==> src/rtl/ls1u_intc_pkg.sv <==
// Shared definitions for the KC-LS1u+ interrupt controller: register map,
// controller states and the STAT register layout.
package ls1u_intc_pkg;

  localparam logic [2:0] OFF_PEND = 3'd0;
  localparam logic [2:0] OFF_MASK = 3'd1;
  localparam logic [2:0] OFF_EDGE = 3'd2;
  localparam logic [2:0] OFF_STAT = 3'd3;
  localparam logic [2:0] OFF_VB0  = 3'd4;
  localparam logic [2:0] OFF_VB1  = 3'd5;
  localparam logic [2:0] OFF_VB2  = 3'd6;
  localparam logic [2:0] OFF_RSVD = 3'd7;

  typedef enum logic [1:0] {
    ST_IDLE = 2'd0,
    ST_REQ  = 2'd1,
    ST_SERV = 2'd2
  } state_t;

  typedef struct packed {
    logic       valid;
    logic [3:0] zero;
    logic [2:0] idx;
  } stat_t;

  function automatic stat_t make_stat(input logic valid, input logic [2:0] idx);
    stat_t s;
    s.valid = valid;
    s.zero  = 4'b0000;
    s.idx   = idx;
    return s;
  endfunction

endpackage

==> src/rtl/ls1u_prio_enc.sv <==
// Fixed-priority encoder: reports whether any bit is set and the lowest set index.
module ls1u_prio_enc #(
  parameter int NSRC = 8
) (
  input  logic [NSRC-1:0] vec,
  output logic            valid,
  output logic [2:0]      idx
);

  always_comb begin
    valid = |vec;
    idx   = 3'd0;
    // Scan from the top so the lowest set index is the last one written.
    for (int i = NSRC - 1; i >= 0; i--) begin
      if (vec[i]) idx = 3'(i);
    end
  end

endmodule

==> src/rtl/ls1u_intc.sv <==
// Prioritised interrupt controller: latches sources, arbitrates one request at a
// time and follows the core's IN_ISP flag through request, service and return.
module ls1u_intc
  import ls1u_intc_pkg::*;
#(
  parameter int          NSRC      = 8,
  parameter logic [23:0] BASE_ADDR = 24'hFFFF00,
  parameter int          VEC_SHIFT = 4
) (
  input  logic            clk,
  input  logic            rst_n,
  input  logic [NSRC-1:0] irq_i,
  input  logic            cpu_wait,
  input  logic            cpu_isp,
  output logic            int_o,
  output logic [23:0]     ivec_o,
  input  logic [23:0]     bus_addr,
  input  logic            bus_we,
  input  logic [7:0]      bus_wdata,
  input  logic            bus_re,
  output logic            bus_sel,
  output logic [7:0]      bus_rdata
);

  state_t          state_reg, state_next;
  logic [NSRC-1:0] irq_d, pend_reg, pend_next, mask_reg, edge_reg;
  logic [23:0]     vbase_reg, ivec_reg, vec_calc;
  logic [2:0]      idx_reg, win_idx;
  logic            win_valid, isp_d, isp_rise, isp_fall;
  logic            ack, capture, hit, wr;
  logic            wr_pend, wr_mask, wr_edge, wr_vb0, wr_vb1, wr_vb2;
  logic [7:0]      pend8, mask8, edge8, rd;

  assign hit     = (bus_addr[23:3] == BASE_ADDR[23:3]);
  assign bus_sel = hit & (bus_re | bus_we);
  assign wr      = bus_sel & bus_we;
  assign wr_pend = wr & (bus_addr[2:0] == OFF_PEND);
  assign wr_mask = wr & (bus_addr[2:0] == OFF_MASK);
  assign wr_edge = wr & (bus_addr[2:0] == OFF_EDGE);
  assign wr_vb0  = wr & (bus_addr[2:0] == OFF_VB0);
  assign wr_vb1  = wr & (bus_addr[2:0] == OFF_VB1);
  assign wr_vb2  = wr & (bus_addr[2:0] == OFF_VB2);

  assign isp_rise = cpu_isp & ~isp_d;
  assign isp_fall = ~cpu_isp & isp_d;

  ls1u_prio_enc #(.NSRC(NSRC)) u_prio (
    .vec   (pend_reg & mask_reg),
    .valid (win_valid),
    .idx   (win_idx)
  );

  assign vec_calc = vbase_reg + ({21'd0, win_idx} << VEC_SHIFT);

  // Edge sources: a new rising edge wins over both W1C and the acknowledge clear.
  for (genvar gi = 0; gi < NSRC; gi++) begin : g_pend
    assign pend_next[gi] = edge_reg[gi]
      ? ((irq_i[gi] & ~irq_d[gi]) |
         (pend_reg[gi] & ~(wr_pend & bus_wdata[gi]) & ~(ack & (idx_reg == 3'(gi)))))
      : irq_i[gi];
  end

  always_comb begin
    state_next = state_reg;
    int_o      = 1'b0;
    ack        = 1'b0;
    capture    = 1'b0;
    case (state_reg)
      ST_IDLE: begin
        if (win_valid) begin
          capture    = 1'b1;
          state_next = ST_REQ;
        end
      end
      ST_REQ: begin
        int_o = ~cpu_wait;
        if (isp_rise) begin
          ack        = 1'b1;
          state_next = ST_SERV;
        end
      end
      ST_SERV: begin
        if (isp_fall) state_next = ST_IDLE;
      end
      default: state_next = ST_IDLE;
    endcase
  end

  always_ff @(posedge clk or negedge rst_n) begin
    if (!rst_n) begin
      state_reg <= ST_IDLE;
      irq_d     <= '0;
      isp_d     <= 1'b0;
      pend_reg  <= '0;
      mask_reg  <= '0;
      edge_reg  <= '0;
      vbase_reg <= '0;
      idx_reg   <= '0;
      ivec_reg  <= '0;
    end else begin
      state_reg <= state_next;
      irq_d     <= irq_i;
      isp_d     <= cpu_isp;
      pend_reg  <= pend_next;
      if (capture) begin
        idx_reg  <= win_idx;
        ivec_reg <= vec_calc;
      end
      if (wr_mask) mask_reg <= bus_wdata[NSRC-1:0];
      if (wr_edge) edge_reg <= bus_wdata[NSRC-1:0];
      if (wr_vb0)  vbase_reg[7:0]   <= bus_wdata;
      if (wr_vb1)  vbase_reg[15:8]  <= bus_wdata;
      if (wr_vb2)  vbase_reg[23:16] <= bus_wdata;
    end
  end

  assign ivec_o = ivec_reg;

  always_comb begin
    pend8 = '0;
    mask8 = '0;
    edge8 = '0;
    pend8[NSRC-1:0] = pend_reg;
    mask8[NSRC-1:0] = mask_reg;
    edge8[NSRC-1:0] = edge_reg;
    rd = 8'h00;
    case (bus_addr[2:0])
      OFF_PEND: rd = pend8;
      OFF_MASK: rd = mask8;
      OFF_EDGE: rd = edge8;
      OFF_STAT: rd = make_stat(state_reg != ST_IDLE, idx_reg);
      OFF_VB0:  rd = vbase_reg[7:0];
      OFF_VB1:  rd = vbase_reg[15:8];
      OFF_VB2:  rd = vbase_reg[23:16];
      OFF_RSVD: rd = 8'h00;
      default:  rd = 8'h00;
    endcase
    bus_rdata = hit ? rd : 8'h00;
  end

endmodule

==> config.mk <==
export PLATFORM = sky130hd
export DESIGN_NAME = ls1u_intc
export DESIGN_NICKNAME = d
export VERILOG_FILES = /design/src/rtl/ls1u_intc_pkg.sv /design/src/rtl/ls1u_prio_enc.sv /design/src/rtl/ls1u_intc.sv
export SDC_FILE = /design/constraint.sdc
export NUM_CORES = 1
export LEC_CHECK = 0
export CORE_MARGIN = 2
export CORE_UTILIZATION = 50
export DETAILED_ROUTE_END_ITERATION = 10
export PLACE_DENSITY = 0.76
export SLEW_MARGIN = 10
export SYNTH_ARGS = -nofsm -noshare
export SYNTH_HDL_FRONTEND = slang
export SYNTH_SLANG_ARGS = --single-unit
==> constraint.sdc <==
create_clock -name clk -period 5 [get_ports clk]
set_input_delay 0.5 -clock clk [delete_from_list [all_inputs] [get_ports clk]]
set_output_delay 0.5 -clock clk [all_outputs]
set_load 0.03 [all_outputs]
* Word-level counts from Yosys, hierarchy flattened
Index checks and enable logic that the tools add are counted.
Storage, ports and cells: ROM bits 0, input bits 46, output and inout bits 34, bits in latches 0, memories kept 0, register bits 86, bits in writable memories 0
Cells by class: shift-type cells 0, multiply operators 0, reduce and logical (&&, ||, !) cells 6, equal/unequal tests 20, bitwise gates (word level) 87, $add $sub $neg 1, muxes and demuxes 27, divide/modulo/power cells 0, magnitude comparators 0
Operators by type and width (count):
- $pmux W8 S8 | 1
- $and A1 B1 Y1 | 50
- $not A1 Y1 | 27
- $add A24 B7 Y24 | 1
- $eq A3 B3 Y1 const B | 8
- $mux W3 | 8
- $eq A21 B21 Y1 const B | 1
- $mux W1 | 13
- $eq A3 B2 Y1 const B | 4
- $or A1 B1 Y1 | 9
- $and A8 B8 Y8 | 1
- $mux W8 | 1
- $reduce_or A8 Y1 | 1
- $eq A3 B1 Y1 const B | 2
- $logic_not A3 Y1 | 2
- $mux W2 | 3
- $pmux W2 S3 | 1
- $ne A2 B2 Y1 const B | 2
- $reduce_and A3 Y1 | 1
- $eq A2 B1 Y1 const B | 1
- $eq A2 B2 Y1 const B | 1
- $logic_not A2 Y1 | 1
- $ne A2 B1 Y1 const B | 1
- $reduce_bool A2 Y1 | 1

* Logic depth before layout (Yosys ltp)
depth in word-level cells 10, gate-level depth with buffers 11, gate-level depth less buffers 11

* Modules after synthesis
From an unflattened synthesis, not the netlist that was laid out.
Second synthesis, totals: cells, all modules 417, area, all modules 4366.7 µm²
By module, submodules not included:
- ls1u_intc | times used 1, cells an instance 404, seq. area each 2152.1 µm², area an instance 4285.4 µm²
- ls1u_prio_enc | times used 1, cells an instance 13, seq. area each 0.0 µm², area an instance 81.3 µm²

* Worst setup path before layout
No wires, ideal clock.
path type input-to-output, start input bus_addr[4], end output bus_rdata[0], required time 4.500 ns, arrival 2.648 ns, cell stages on the path 5, path slack 1.852 ns, buffers on the path 1, path through nor4_2 -> nand4b_4 -> or2_2 -> clkbuf_1 -> nor4_1
On the way: word-level cells in the longest chain between the ends 2
Ends and longest elaborated chain:
- start, declared | line ls1u_intc.sv:17 | input logic [23:0] bus_addr,
- $eq A21 B21 Y1 | line ls1u_intc.sv:34 | assign hit = (bus_addr[23:3] == BASE_ADDR[23:3]);
- $mux W8 | line ls1u_intc.sv:138 | bus_rdata = hit ? rd : 8'h00;
- end, declared | line ls1u_intc.sv:22 | output logic [7:0] bus_rdata
No other way between the ends.

* Final worst setup path
start input bus_addr[0], end output bus_rdata[1]
On the way: word-level cells in the longest chain between the ends 3, elaborated cells on any way between the ends 10, those cells by class eq/ne (7); mux (2); reduce/logical (1)
Ends and longest elaborated chain:
- $eq A3 B3 Y1 (tied with other cells) | line ls1u_intc.sv:127 | case (bus_addr[2:0])
- $pmux W8 S8 (*) | line ls1u_intc.sv:127
- $mux W8 (*) | line ls1u_intc.sv:138
Every way passes the cells marked *; elsewhere a longest branch is shown, timed or not.

==> run summary <==
DR pass1 iterations -> 5
share of cells above drive strength 1 -> 16.5%
Die W -> 99.1 um
crit path launch -> bus_addr[0]
global route overflow -> 0
period utilization -> 76.7%
Num CTS Buffers -> 9
fmax -> 261 MHz
number of antenna violations at the first check in global routing -> 0
Initial DRC Count -> 342
CTS Buffer Depth -> 2
pwr dens -> 247 mW/mm^2
CTS Hold Buffers Added -> 0
number of enable flip-flop cells after synthesis -> 0
Starting Density -> 51.6%
Final nets -> 542
wire per inst -> 18.7 um
Top-Level Pins -> 80
Reg clk slew, reported paths -> 100 ps
DRC violations left -> 0
Setup-failing EPs final -> 0
Core ar. -> 0.00876 sq mm
final setup margin -> 1160 ps
Final HPWL DP -> 8.33 mm
GRT Overall Usage -> 24.5%
via density per instance -> 6.04
n_diodes -> 0
Syn Nets -> 467
post_cts resized -> 0
Critical Path Sink Type -> primary output
Leak -> 2.40 nW
routed wl met2 -> 5.61 mm
min Tclk post-route -> 3840 ps
Yosys warnings -> 0
htree depth -> 3
wire length on met3 -> 623 um
Max-slew headroom -> 25.6%
path type of the worst setup path -> in2out
cell mode on critical path -> clkdlybuf4s50_1
count of input and output buffers -> 79
largest net degree at the start of global routing -> 87
ys async rst share -> 100%
Inst Count DP -> 589
overall routed net length -> 11.3 mm
die height -> 99.1 um
setup_tns -> 0 ps
number of fill cells in the layout -> 712
P&R area growth vs syn -> 25.0%
uppermost layer routed -> met4
Clk Latency, worst-skew pair -> 360 ps
Worst Max-Slew Pin Slew -> 1110 ps
outcome -> finished clean
Setup Fix Bufs, Post-CTS -> 0
Critical Path AT -> 3340 ps
Max VDD drop -> 0.000165 V
Root Buffer -> clkbuf_8
non-filler instance count after layout -> 605
Commonest cells post-synth -> 86 x dfrtp_1, 47 x mux2_2, 35 x nor2_1
standard-cell rows -> 34
max-cap violations -> 0
Die ar. -> 0.00981 sq mm
Vias -> 3654
post-place setup slack -> 1240 ps
Cell variety after synth -> 57
Final GP Congestion -> 0.930
startpoint type of the worst setup path -> input pin
Sink Count -> 86
count leader, synth -> dfrtp_1
Max Slew Vio Count -> 0
Area contributors post-synth -> dfrtp_1 48%, mux2_2 12%, nor2_1 2.9%
Worst Hold Class -> in2async
Yosys reg bits -> 86
first-pass GRT wire length -> 19.0 mm
mapped cell area -> 0.00452 sq mm
Final Hold Viols -> 0
area share of the largest cell type after synthesis -> 47.6%
ys flop type -> dfrtp_1
Clock Skews -> 15.8 ps
post-route ant nets -> 0
syn_area_per_cell -> 10.8 sq um
Critical-path top delay cell -> clkdlybuf4s50_1
Post-Synthesis Cells -> 417
M1 WL -> 4.87 mm
Yosys top cell by area -> dfrtp_1
vias in the first global route -> 3633
delay of the slowest critical-path stage -> 860 ps
critical path required time -> 4500 ps
crit path cell chain -> clkdlybuf4s50_1 -> nor2b_1 -> o2bb2ai_1 -> a21oi_1 -> nor3_1 -> clkdlybuf4s50_1
TritonCTS clock tree -> built
Seq/Total Area, Yosys -> 47.6%
RSZ-0062 raised after global routing -> false
maximum fanout along the worst path -> 17
worst reg2reg startpoint -> pend8[5]
[final cells by class]
cell class | count | area (sq um) | share of cell area, %
Tap cell | 108 | 135 | 2.39
Timing Repair Buffer | 82 | 811 | 14.4
Inverter | 13 | 48.8 | 0.864
Sequential cell | 86 | 2150 | 38.1
Clock buffer | 9 | 124 | 2.19
Multi-Input combinational cell | 300 | 2260 | 39.9
Clock inverter | 7 | 121 | 2.15
[power by group]
group | total, mW | leakage [nW] | internal [mW] | switching [mW]
logic | 0.0926 | 1.12 | 0.0438 | 0.0488
registers | 0.707 | 1.16 | 0.702 | 0.00567
clock network | 0.595 | 0.117 | 0.334 | 0.261
total | 1.40 | 2.40 | 1.08 | 0.315
[routing by layer]
layer,vias up,track usage (%)
li1,1721,-
met5,-,0
met2,129,40.5
met4,0,8.22
met1,1784,32.9
met3,20,3.97
[layout by cell type, fill, tap and decap left out, types with 9 or more instances in the layout]
master	Yosys	layout
clkdlybuf4s50_1	0	78
clkbuf_8	0	9
dfrtp_1	86	86
nand2b_1	9	9
nor2_1	35	35
a31oi_1	14	14
o21ai_0	10	10
inv_1	12	12
nand2_1	31	31
a32oi_1	9	9
a21oi_1	18	18
mux2_2	47	47
[critical path: cells and delay by family]
kind                   cells  cell delay, ps
AOI/OAI and AO/OA          2             300
buffers and inverters      2            1610
and+or+nand+nor            2             920
[path summary, 6_finish.rpt]
kind	end	slack, ps	cells after the start
setup / recovery	bus_rdata[1]	1160	6
hold reg to reg	ivec_o[2]	510	1
max in group asynchronous	edge8[5]	3990	1
min in group clk	ivec_o[2]	510	1
hold / removal	ivec_o[12]	310	1
setup reg to reg	ivec_o[20]	2000	8
[per-stage QoR]
| stage | hold slack, ps | instance area (sq um) | total power [mW] | util [%] |
|---|---|---|---|---|
| 6_report | 314 | 5650 | 1.40 | 64.4 |
| 5_1_grt | 408 | 5650 | 1.44 | 64.4 |
| 4_1_cts | 359 | 5650 | 1.40 | 64.4 |
| 3_5_place_dp | 496 | 5400 | 0.814 | 61.7 |
| 3_3_place_gp | 487 | 5400 | 0.811 | 61.7 |
| 2_1_floorplan | 204 | 4520 | 0.749 | - |
[cells by family (layout without fill, tap and decap cells)]
logic type                 count (synthesis)  count (layout)  share of synthesized area [%]
buffers and inverters                     31             111                           2.88
DFF                                       86              86                           47.6
xor gates and xnor gates                  11              11                           2.13
AOI/OAI and AO/OA                         93              93                           14.5
adders and majority gates                  4               4                           1.27
muxes                                     56              56                           13.8
and+or+nand+nor                          136             136                           17.8
(Power assumes the default switching activity.)
